$ cat src/rtl/addsub_arbiter.sv
// addsub_arbiter: two-requester round-robin front end for one shared
// adder/subtractor. It accepts one operation at a time, holds the ALU
// operands for ALU_WAIT cycles, captures the result and NZVC flags, and
// returns them to the owning requester with a one-cycle valid pulse.
module addsub_arbiter #(
  parameter int NBITS    = 8,
  parameter int ALU_WAIT = 1
) (
  input  logic             clk,
  input  logic             reset,
  input  logic             req0_valid,
  output logic             req0_ready,
  input  logic [NBITS-1:0] req0_x,
  input  logic [NBITS-1:0] req0_y,
  input  logic             req0_sub,
  input  logic             req1_valid,
  output logic             req1_ready,
  input  logic [NBITS-1:0] req1_x,
  input  logic [NBITS-1:0] req1_y,
  input  logic             req1_sub,
  output logic             rsp0_valid,
  output logic             rsp1_valid,
  output logic [NBITS-1:0] rsp_result,
  output logic [3:0]       rsp_nzvc,
  output logic             busy,
  output logic [NBITS-1:0] alu_x,
  output logic [NBITS-1:0] alu_y,
  output logic             alu_sub,
  input  logic [NBITS-1:0] alu_result,
  input  logic             alu_n,
  input  logic             alu_z,
  input  logic             alu_v,
  input  logic             alu_c
);

  typedef enum logic [0:0] {
    IDLE = 1'b0,
    EXEC = 1'b1
  } state_t;

  // Counter reload: the EXEC phase lasts cnt+1 cycles, so load ALU_WAIT-1.
  localparam logic [3:0] WAIT_LOAD = 4'(ALU_WAIT - 1);

  state_t           state_q;
  logic             last_grant_q;
  logic             owner_q;
  logic [3:0]       cnt_q;
  logic [NBITS-1:0] alu_x_q;
  logic [NBITS-1:0] alu_y_q;
  logic             alu_sub_q;
  logic [NBITS-1:0] rsp_result_q;
  logic [3:0]       rsp_nzvc_q;
  logic             rsp0_valid_q;
  logic             rsp1_valid_q;
  logic             busy_q;

  logic             grant_s;
  logic             grant_valid_s;
  logic             accept_s;

  // Round-robin pick: on contention favour the requester not granted last.
  always_comb begin
    grant_s       = 1'b0;
    grant_valid_s = 1'b0;
    if (req0_valid && req1_valid) begin
      grant_s       = ~last_grant_q;
      grant_valid_s = 1'b1;
    end else if (req0_valid) begin
      grant_s       = 1'b0;
      grant_valid_s = 1'b1;
    end else if (req1_valid) begin
      grant_s       = 1'b1;
      grant_valid_s = 1'b1;
    end else begin
      grant_s       = 1'b0;
      grant_valid_s = 1'b0;
    end
  end

  // Readies are only offered in IDLE; a granted valid is an accept.
  assign accept_s   = (state_q == IDLE) && grant_valid_s;
  assign req0_ready = accept_s && (grant_s == 1'b0);
  assign req1_ready = accept_s && (grant_s == 1'b1);

  // Sequencer: accept in IDLE, hold operands through EXEC, capture and respond.
  always_ff @(posedge clk or posedge reset) begin
    if (reset) begin
      state_q      <= IDLE;
      last_grant_q <= 1'b1;
      owner_q      <= 1'b0;
      cnt_q        <= 4'd0;
      alu_x_q      <= '0;
      alu_y_q      <= '0;
      alu_sub_q    <= 1'b0;
      rsp_result_q <= '0;
      rsp_nzvc_q   <= 4'd0;
      rsp0_valid_q <= 1'b0;
      rsp1_valid_q <= 1'b0;
      busy_q       <= 1'b0;
    end else begin
      rsp0_valid_q <= 1'b0;
      rsp1_valid_q <= 1'b0;
      case (state_q)
        IDLE: begin
          if (accept_s) begin
            alu_x_q      <= grant_s ? req1_x : req0_x;
            alu_y_q      <= grant_s ? req1_y : req0_y;
            alu_sub_q    <= grant_s ? req1_sub : req0_sub;
            owner_q      <= grant_s;
            last_grant_q <= grant_s;
            cnt_q        <= WAIT_LOAD;
            state_q      <= EXEC;
            busy_q       <= 1'b1;
          end else begin
            state_q      <= IDLE;
            busy_q       <= 1'b0;
          end
        end
        EXEC: begin
          if (cnt_q == 4'd0) begin
            rsp_result_q <= alu_result;
            rsp_nzvc_q   <= {alu_n, alu_z, alu_v, alu_c};
            rsp0_valid_q <= ~owner_q;
            rsp1_valid_q <= owner_q;
            state_q      <= IDLE;
            busy_q       <= 1'b0;
          end else begin
            cnt_q        <= cnt_q - 4'd1;
            busy_q       <= 1'b1;
          end
        end
        default: begin
          state_q <= IDLE;
          busy_q  <= 1'b0;
        end
      endcase
    end
  end

  assign alu_x      = alu_x_q;
  assign alu_y      = alu_y_q;
  assign alu_sub    = alu_sub_q;
  assign rsp_result = rsp_result_q;
  assign rsp_nzvc   = rsp_nzvc_q;
  assign rsp0_valid = rsp0_valid_q;
  assign rsp1_valid = rsp1_valid_q;
  assign busy       = busy_q;

endmodule

$ cat config.mk
export PLATFORM = sky130hd
export DESIGN_NAME = addsub_arbiter
export DESIGN_NICKNAME = d
export VERILOG_FILES = /design/src/rtl/addsub_arbiter.sv
export SDC_FILE = /design/constraint.sdc
export NUM_CORES = 1
export LEC_CHECK = 0
export ABC_AREA = 0
export BUFFER_PORTS_ARGS = -buffer_cell sky130_fd_sc_hd__buf_2
export CAP_MARGIN = 15
export CORE_MARGIN = 2
export CORE_UTILIZATION = 44
export DETAILED_ROUTE_END_ITERATION = 6
export PLACE_DENSITY = 0.83
export REMOVE_ABC_BUFFERS = 1
export SLEW_MARGIN = 20
export SYNTH_ARGS = -nofsm -noshare
export SYNTH_HDL_FRONTEND = slang
export SYNTH_SLANG_ARGS = --single-unit
$ cat constraint.sdc
create_clock -name clk -period 1.95 [get_ports clk]
set_input_delay 0.195 -clock clk [delete_from_list [all_inputs] [get_ports clk]]
set_output_delay 0.195 -clock clk [all_outputs]
set_load 0.01 [all_outputs]
==> out/qor.yml <==
drc: 0
utilization_pct: 62.6
most-common-layout-cells: "83 x buf_2, 37 x dfrtp_1, 17 x and2_1, 17 x a221o_1, 12 x mux2_2"
rsz0062_at_grt: "false"
status: "complete, no violations"
required_ns: 1.75
cp_data_arrival_time_ns: 1.53
vias: 1270
grt_pass1_vias: 1203
cap_viol_max_count: 0
numPortBuffers: 83
fmax_ghz: 0.578
area_growth_pct: 33.9
max-slew-margin-rel_pct: 69.9
routedWlPerCell_um: 12.8
worstSetupPathType: "reg -> out"
worst_setup_path_start_kind: "flip-flop"
drive_gt1_share_pct: 53.1
switching_share_pct: 35.3
synth_cell_type_count: 25
initial_core_util_pct: 46.7
hpwl_um: 2420
cts_tree: "done"
cts_max_level: 2
chipWidth_um: 64.2
hold_viol_final: 0
leakage_uw: 0.00112
fin_crit_sh_pct: 88.7
hold_path.class: "in -> reg"
die_h_um: 64.2
drv_slew: 0
powerDensity_nw_per_um2: 1560
drt_iter0_drc: 75
num_rows: 21
synth-seq-cells: 38
peakVddDrop_v: 0.000710
fin_total_pwr_uw: 3320
cts_buffer_depth: 2
finalNetCount: 261
tns_ns: 0
grt_pass1_wl_um: 5570
syn_inst: 122
combPwrFrac_pct: 45.2
synth-seq-area-share_pct: 59.6
dr.pass1.iters: 4
yosysWarnings: 0
setup_violations: 0
postLayoutCellArea_um2: 2140
rrSetupSlack_ns: 0.34
cts_sinks: 38
cts_setup_buffers: 0
wirelength_um: 3290
fin_skew_ns: 0.0129
antenna_left: 0
syn_area_um2: 1600
power_switching_uw: 1170
worstPathMaxFanout: 18
place_congestion: 0.719
antenna_cells: 0
path_clk_slew_ns: 0.12
grt_util_all_layers_pct: 17.7
sequentialPowerShare_pct: 42.2
min_period_ns: 1.73
internal_power_uw: 2150
antenna_found_initial: 0
syn_area_per_cell_um2: 13.1
slowest_delay_ns: 0.47
grt_max_degree: 39
clk_latency_ns: 0.34
avgViaCountPerCell: 4.94
slowest_stage: "dfrtp_1"
final_common_cell: "buf_2"
crit_family: "flip-flops"
coreArea_um2: 3420
place_area_um2: 2060
overflow: 0
die-area_um2: 4130
worstPathCellList: "inv_1, o211a_2, buf_2"
crit_path_end_kind: "primary output"
pwr-share-clk_pct: 12.6
ctsRootBufferMaster: "clkbuf_4"
worst-path-buf-inv: 2
ioPinCount: 84
cts_buffers: 5
tightest_slew_ns: 0.451
## repair_timing
item / in CTS / in global routing
setup endpoints to repair: 0 / 1
resized for setup: 0 / 1
endpoints found under the hold margin: 37 / 0
hold buffers: 1 / 0
## power groups by stage
stage	combinational, µW	sequential [µW]	clock [µW]
2_1_floorplan	802	1540	0
3_3_place_gp	1480	1400	0
3_5_place_dp	1530	1410	0
4_1_cts	1530	1400	443
5_1_grt	1650	1460	495
6_report	1500	1400	419
## synthesized netlist by cell type (all sizes together)
master,number,area (µm²)
a211oi,1,7.51
a21o,3,22.5
a21oi,1,5.00
a221o,17,170
and2,18,113
buf,5,33.8
clkbuf,2,7.51
dfrtp,37,926
dfstp,1,26.3
ha,1,12.5
inv,5,18.8
mux2,12,135
mux2i,3,30.0
nand2,5,18.8
nand4b,1,8.76
nor2,5,18.8
nor3,1,10.0
nor4,1,6.26
nor4b,1,8.76
o211a,1,10.0
o21bai,1,7.51
## metal layers
layer | up-vias | track usage [%] | part of all wire [%]
met3 | 4 | 7.22 | 11
met5 | - | 0 | 0
met1 | 575 | 23.4 | 46
met2 | 77 | 26.4 | 42
met4 | 0 | 6.12 | 0.88
li1 | 614 | - | -
## worst register-to-register path: cells and delay by family, from the launching register on
kind / cells / cell delay [ns]
multiplexers: 1 / 0.35
adder cells (fa/ha/maj): 1 / 0.20
buffers and inverters: 2 / 0.29
AND/OR/NAND/NOR: 2 / 0.22
flip-flops: 1 / 0.43
## logic make-up after synthesis
family	after synthesis	synth area share (%)
buffers and inverters	12	3.76
multiplexers	15	10.3
flip-flops	38	59.6
AO/OA/AOI/OAI	24	13.9
AND/OR/NAND/NOR	32	11.5
adder cells (fa/ha/maj)	1	0.784
## area by class of cell
cell class / instances / area [µm²]
multi-input combinational: 72 / 589
tap: 46 / 57.6
timing repair buffer: 88 / 455
fill: 287 / 1280
inverter: 5 / 18.8
clock inverter: 2 / 12.5
sequential: 38 / 952
clock buffer: 6 / 51.3
## state kept, by name, indices dropped and copies added, names as in the netlist, 4 cells and up
register    count
alu_x           8
alu_y           8
cnt_q           4
rsp_nzvc        4
rsp_result      8
## per-stage QoR
stage          worst slack, ns  std cells  hold slack, ns
6_report                 0.220        257          0.0732
5_1_grt                  0.108        257          0.0371
4_1_cts                 0.0721        257          0.0504
3_5_place_dp             0.351        248           0.339
3_3_place_gp             0.411        248           0.323
2_1_floorplan           -0.225        115           0.340
## final timing paths
kind	startpoint	cells after the start	endpoint
worst max-delay path	busy$_DFF_PP0_	3	req0_ready
worst min-delay path	req1_y[3]	2	alu_y[3]$_DFFE_PP0P_
worst max register to register	cnt_q[0]$_DFFE_PP0P_	6	rsp_nzvc[1]$_DFFE_PP0P_
worst min register to register	owner_q$_DFFE_PP0P_	1	rsp0_valid$_DFF_PP0_
max in group asynchronous	reset	4	last_grant_q$_DFFE_PP1P_
min in group asynchronous	reset	4	owner_q$_DFFE_PP0P_
(Power assumes the default switching activity.)
